===== src/rtl/fetch_pc_queue.sv =====
// fetch_pc_queue: FIFO of fetch packets between the next-PC generator and
// the I-cache request stage. Each packet holds two PCs, a slot mask and
// predictor metadata. A redirect flush empties the queue in one cycle.
// Ports:
//   clk, rst_n      clock, synchronous active-low reset
//   flush_i         redirect, discards all entries
//   in_valid_i      packet offered (in_pc_i, in_mask_i, in_meta_i)
//   in_ready_o      queue not full
//   out_valid_o     head available (out_pc_o, out_mask_o, out_meta_o)
//   out_ready_i     consumer takes the head
//   count_o         occupied entries
module fetch_pc_queue #(
   parameter int DEPTH      = 4,
   parameter int META_WIDTH = 64
) (
   input  logic                     clk,
   input  logic                     rst_n,
   input  logic                     flush_i,
   input  logic                     in_valid_i,
   input  logic [1:0][31:0]         in_pc_i,
   input  logic [1:0]               in_mask_i,
   input  logic [META_WIDTH-1:0]    in_meta_i,
   output logic                     in_ready_o,
   output logic                     out_valid_o,
   output logic [1:0][31:0]         out_pc_o,
   output logic [1:0]               out_mask_o,
   output logic [META_WIDTH-1:0]    out_meta_o,
   input  logic                     out_ready_i,
   output logic [$clog2(DEPTH):0]   count_o
);

   localparam int AW = $clog2(DEPTH);
   localparam int CW = AW + 1;

   typedef struct packed {
      logic [1:0][31:0]      pc;
      logic [1:0]            mask;
      logic [META_WIDTH-1:0] meta;
   } entry_t;

   entry_t        mem [DEPTH];
   logic [AW-1:0] wr_ptr;
   logic [AW-1:0] rd_ptr;
   logic [CW-1:0] count;
   logic          push;
   logic          pop;
   entry_t        head;

   // Ready depends on registered count only: a full queue refuses a
   // push even if the head is popped in the same cycle.
   assign in_ready_o  = (count != CW'(DEPTH));
   assign out_valid_o = (count != '0);
   assign count_o     = count;

   assign push = in_valid_i && in_ready_o
              && (in_mask_i != 2'b00) && !flush_i;
   assign pop  = out_valid_o && out_ready_i && !flush_i;

   assign head       = mem[rd_ptr];
   assign out_pc_o   = head.pc;
   assign out_mask_o = head.mask;
   assign out_meta_o = head.meta;

   // Pointers are AW bits wide; DEPTH is a power of two so they wrap
   // naturally.
   always_ff @(posedge clk) begin
      if (!rst_n) begin
         wr_ptr <= '0;
         rd_ptr <= '0;
         count  <= '0;
         for (int i = 0; i < DEPTH; i++) begin
            mem[i] <= '0;
         end
      end else if (flush_i) begin
         wr_ptr <= '0;
         rd_ptr <= '0;
         count  <= '0;
      end else begin
         if (push) begin
            mem[wr_ptr] <= '{pc: in_pc_i,
                             mask: in_mask_i,
                             meta: in_meta_i};
            wr_ptr      <= wr_ptr + AW'(1);
         end
         if (pop) begin
            rd_ptr <= rd_ptr + AW'(1);
         end
         unique case ({push, pop})
            2'b10:   count <= count + CW'(1);
            2'b01:   count <= count - CW'(1);
            default: count <= count;
         endcase
      end
   end

   // Slot 1 without slot 0 is illegal from the next-PC stage.
   always_ff @(posedge clk) begin
      if (rst_n && !flush_i && in_valid_i) begin
         assert (in_mask_i != 2'b10)
            else $error("fetch_pc_queue: illegal mask 2'b10");
      end
   end

endmodule


===== config.mk =====
export PLATFORM = sky130hd
export DESIGN_NAME = fetch_pc_queue
export DESIGN_NICKNAME = d
export VERILOG_FILES = /design/src/rtl/fetch_pc_queue.sv
export SDC_FILE = /design/constraint.sdc
export NUM_CORES = 1
export LEC_CHECK = 0
export CORE_ASPECT_RATIO = 1.75
export CORE_MARGIN = 2
export CORE_UTILIZATION = 40
export CTS_BUF_LIST = sky130_fd_sc_hd__clkbuf_4 sky130_fd_sc_hd__clkbuf_8 sky130_fd_sc_hd__clkbuf_16
export CTS_CLUSTER_DIAMETER = 80
export DETAILED_ROUTE_END_ITERATION = 8
export SYNTH_ARGS = -nofsm -noshare
export SYNTH_HDL_FRONTEND = slang
export SYNTH_SLANG_ARGS = --single-unit
export TNS_END_PERCENT = 50

===== constraint.sdc =====
create_clock -name clk -period 27.5 [get_ports clk]
set_input_delay 5.5 -clock clk [delete_from_list [all_inputs] [get_ports clk]]
set_output_delay 5.5 -clock clk [all_outputs]
set_load 0.01 [all_outputs]

==> impl_metrics.sql <==
INSERT INTO impl_metrics (metric_group, metric, value, unit) VALUES
('global_route', 'grt_pass1_vias', '13610', ''),
('worst_setup_path', 'worst_setup_path_start_kind', 'primary input', ''),
('route', 'route.antenna.remaining_nets', '0', ''),
('synthesis', 'yosysWarningCount', '0', ''),
('min_path', 'min-delay-start', 'rd_ptr[1]$_SDFFE_PP0P_', ''),
('cts', 'cts.repair_timing.setup_buffer_count', '0', ''),
('synthesis', 'ys_ff_latch', '529', ''),
('run_status', 'run_status', 'complete, no violations', ''),
('worst_setup_path', 'crit-reg2reg-launch', 'count_o[2]$_SDFFE_PP0P_', ''),
('worst_setup_path', 'required', '27670', 'ps'),
('cts', 'ctsResizeCount', '0', ''),
('sta', 'layout_setup_ws', '18270', 'ps'),
('finish', 'diodes', '0', ''),
('cts', 'cts_buffer_depth', '3', ''),
('worst_setup_path', 'critical_path.max_fanout', '73', ''),
('cts', 'cts_inserted_buffers', '47', ''),
('pwr', 'power_switching', '0.3695', 'mW'),
('global_route', 'grt_max_degree', '131', ''),
('cts', 'ctsRootBufferMaster', 'sky130_fd_sc_hd__clkbuf_16', ''),
('place', 'port-buffer-count', '269', ''),
('die', 'initial_utilization', '0.4026', ''),
('cts', 'holdBufCountCts', '0', ''),
('worst_setup_path', 'critical_path.startpoint', 'in_valid_i', ''),
('route', 'route.detailed.vias_per_inst', '5.370', ''),
('sta', 'fin_hold_ws', '504.7', 'ps'),
('sta', 'fin_setup_tns', '0', 'ps'),
('synthesis', 'synth_top_flop_cell', 'sky130_fd_sc_hd__edfxtp_1', ''),
('sta', 'setup_viol_count_final', '0', ''),
('pwr', 'clockPowerShare', '0.381', ''),
('global_route', 'grt_pass1_wl', '84.54', 'mm'),
('die', 'core', '0.05506', 'mm^2'),
('place', 'dp.final_hpwl', '32.40', 'mm'),
('global_route', 'grtUsageTotal', '0.1976', ''),
('route', 'route.detailed.drc', '0', ''),
('route', 'detailedRoute.firstPassIterationCount', '7', ''),
('sta', 'fin_crit', '9226', 'ps'),
('finish', 'layout-drive-gt1-share', '0.1390', ''),
('die', 'num_io_pins', '270', ''),
('pwr', 'power_frac_comb', '0.080', ''),
('worst_setup_path', 'rr_endpoint', 'mem[1][48]$_SDFFCE_PN0P_', ''),
('finish', 'area.growth.synth_to_final', '21.03', '%'),
('flow_run', 'max_cap_violations', '0', ''),
('sta', 'layout_worst_path_cycle_share', '0.3355', ''),
('synthesis', 'number_of_instances_in_the_synthesized_netlist', '1463', ''),
('finish', 'finalCoreUtilization', '0.4872', ''),
('global_route', 'antenna_found_initial', '2', ''),
('pwr', 'p_leak', '9.102', 'nW'),
('place', 'replace_congestion', '0.7524', ''),
('route', 'finalWirelength', '56.75', 'mm'),
('sta', 'final_hold_viol_count', '0', ''),
('cts', 'htree_num_levels', '2', ''),
('worst_setup_path', 'critPathCaptureType', 'flip-flop', ''),
('cts', 'cts_sinks', '529', ''),
('pwr', 'sw_share', '0.2140', ''),
('synthesis', 'sequential_element_share_of_the_synthesized_area', '0.7126', ''),
('route', 'route.detailed.wl_per_inst', '23.35', 'um'),
('worst_setup_path', 'worstRegToRegCells', '5', ''),
('min_path', 'holdPathStages', '2', ''),
('worst_setup_path', 'data_arrival_critical_path', '9400', 'ps'),
('pwr', 'internal_power', '1.357', 'mW'),
('sta', 'max_slew_margin', '0.1668', ''),
('synthesis', 'syn_nets', '1600', ''),
('worst_setup_path', 'timing.reg2reg.setup_slack', '23780', 'ps'),
('pwr', 'power.density', '64.38', 'mW/mm^2'),
('pwr', 'max-vdd-ir-drop', '0.00004406', 'V'),
('global_route', 'globalRouteOverflowTotal', '0', ''),
('synthesis', 'share_of_flip_flops_with_an_asynchronous_set_or_reset_after_synthesis', '0', ''),
('sta', 'clock-skew-final', '13.55', 'ps'),
('sta', 'slew_viol_final', '0', ''),
('synthesis', 'edff_count_synth', '520', ''),
('place', 'placement.setup.worst_slack', '17570', 'ps');
## how the worst max path moves through the flow
stage	to	slack (ps)
after floorplan	mem[3][0]$_DFFE_PP_	11120
after global placement	mem[1][48]$_SDFFCE_PN0P_	17590
after detailed placement	mem[1][47]$_SDFFCE_PN0P_	17570
after CTS	mem[1][47]$_SDFFCE_PN0P_	18160
after global routing	mem[1][49]$_SDFFCE_PN0P_	18000
final	mem[1][48]$_SDFFCE_PN0P_	18270
## Yosys cell counts (2+ instances only)
| library cell | n | area share |
|---|---|---|
| sky130_fd_sc_hd__mux4_2 | 130 | 0.13 |
| sky130_fd_sc_hd__buf_1 | 4 | 0.00068 |
| sky130_fd_sc_hd__buf_4 | 36 | 0.012 |
| sky130_fd_sc_hd__inv_1 | 7 | 0.0012 |
| sky130_fd_sc_hd__nand2_1 | 133 | 0.023 |
| sky130_fd_sc_hd__xor2_1 | 2 | 0.00079 |
| sky130_fd_sc_hd__edfxtp_1 | 520 | 0.70 |
| sky130_fd_sc_hd__nand4_2 | 2 | 0.0011 |
| sky130_fd_sc_hd__or3_1 | 2 | 0.00056 |
| sky130_fd_sc_hd__buf_2 | 36 | 0.0081 |
| sky130_fd_sc_hd__buf_6 | 12 | 0.0061 |
| sky130_fd_sc_hd__nor2b_1 | 3 | 0.00085 |
| sky130_fd_sc_hd__a21oi_1 | 7 | 0.0016 |
| sky130_fd_sc_hd__nor2_1 | 526 | 0.089 |
| sky130_fd_sc_hd__o31ai_1 | 3 | 0.0010 |
| sky130_fd_sc_hd__dfxtp_1 | 9 | 0.0081 |
| sky130_fd_sc_hd__o21ai_0 | 2 | 0.00045 |
| sky130_fd_sc_hd__clkbuf_1 | 14 | 0.0024 |
| sky130_fd_sc_hd__nand2b_1 | 3 | 0.00085 |
## power groups by stage
stage,Combinational [mW],Sequential [mW],Clock (mW)
2_1_floorplan,0.0634,0.951,0
3_3_place_gp,0.141,0.946,0
3_5_place_dp,0.141,0.949,0
4_1_cts,0.141,0.932,0.672
5_1_grt,0.148,0.934,0.702
6_report,0.138,0.931,0.658
## placed cells by master, fill, tap and decap left out, drive strengths merged, types with 3 or more instances in the layout
| master | instances |
|---|---|
| a21oi | 7 |
| buf | 19 |
| bufinv | 3 |
| clkbuf | 65 |
| clkdlybuf4s50 | 268 |
| clkinv | 17 |
| dfxtp | 9 |
| edfxtp | 520 |
| inv | 8 |
| mux4 | 130 |
| nand2 | 133 |
| nand2b | 3 |
| nand4 | 4 |
| nor2 | 526 |
| nor2b | 3 |
| o31ai | 3 |
## metal layers
layer | track usage | wire (um) | up-vias
met5 | 0 | 27 | -
met4 | 0.04857 | 1195 | 4
met3 | 0.02856 | 3483 | 68
met2 | 0.3604 | 30580 | 489
met1 | 0.2486 | 21460 | 6731
li1 | - | - | 5757
## flip-flops by register name (all words and copies together), names as in the netlist, named ones only
| signal | flops |
|---|---|
| mem | 520 |
| count_o | 3 |
| rd_ptr | 2 |
| wr_ptr | 2 |
## cell families (layout without fill, tap and decap cells)
family / after synthesis / after routing / synth area share
muxes: 130 / 130 / 0.1321
buffers and inverters: 111 / 382 / 0.03150
AOI/OAI and AO/OA: 13 / 13 / 0.003443
DFF: 529 / 529 / 0.7126
adders and majority gates: 2 / 2 / 0.001468
xor gates and xnor gates: 2 / 2 / 0.0007904
and+or+nand+nor: 676 / 676 / 0.1181
## final cells by class
cell class	count	area, um^2
Inverter	8	30.03
Clock buffer	65	1359
Multi-Input combinational cell	823	5733
Sequential cell	529	15800
Timing Repair Buffer	287	2850
Fill cell	4775	28230
Clock inverter	22	180.2
Tap cell	696	870.8
## stage by stage
step | total power [mW] | std cells | cell area (um^2)
finish | 1.727 | 2430 | 26830
global route | 1.784 | 2430 | 26830
CTS | 1.745 | 2430 | 26830
detailed placement | 1.090 | 2343 | 25290
global placement | 1.087 | 2343 | 25290
floorplan | 1.015 | 1463 | 22170
## critical path, cell delays in order
cell	delay, ps
sky130_fd_sc_hd__clkdlybuf4s50_1	470
sky130_fd_sc_hd__nor2b_1	650
sky130_fd_sc_hd__nand4_4	700
sky130_fd_sc_hd__nand2_4	940
sky130_fd_sc_hd__buf_4	970
No activity file was read; power rests on OpenSTA's default activity.
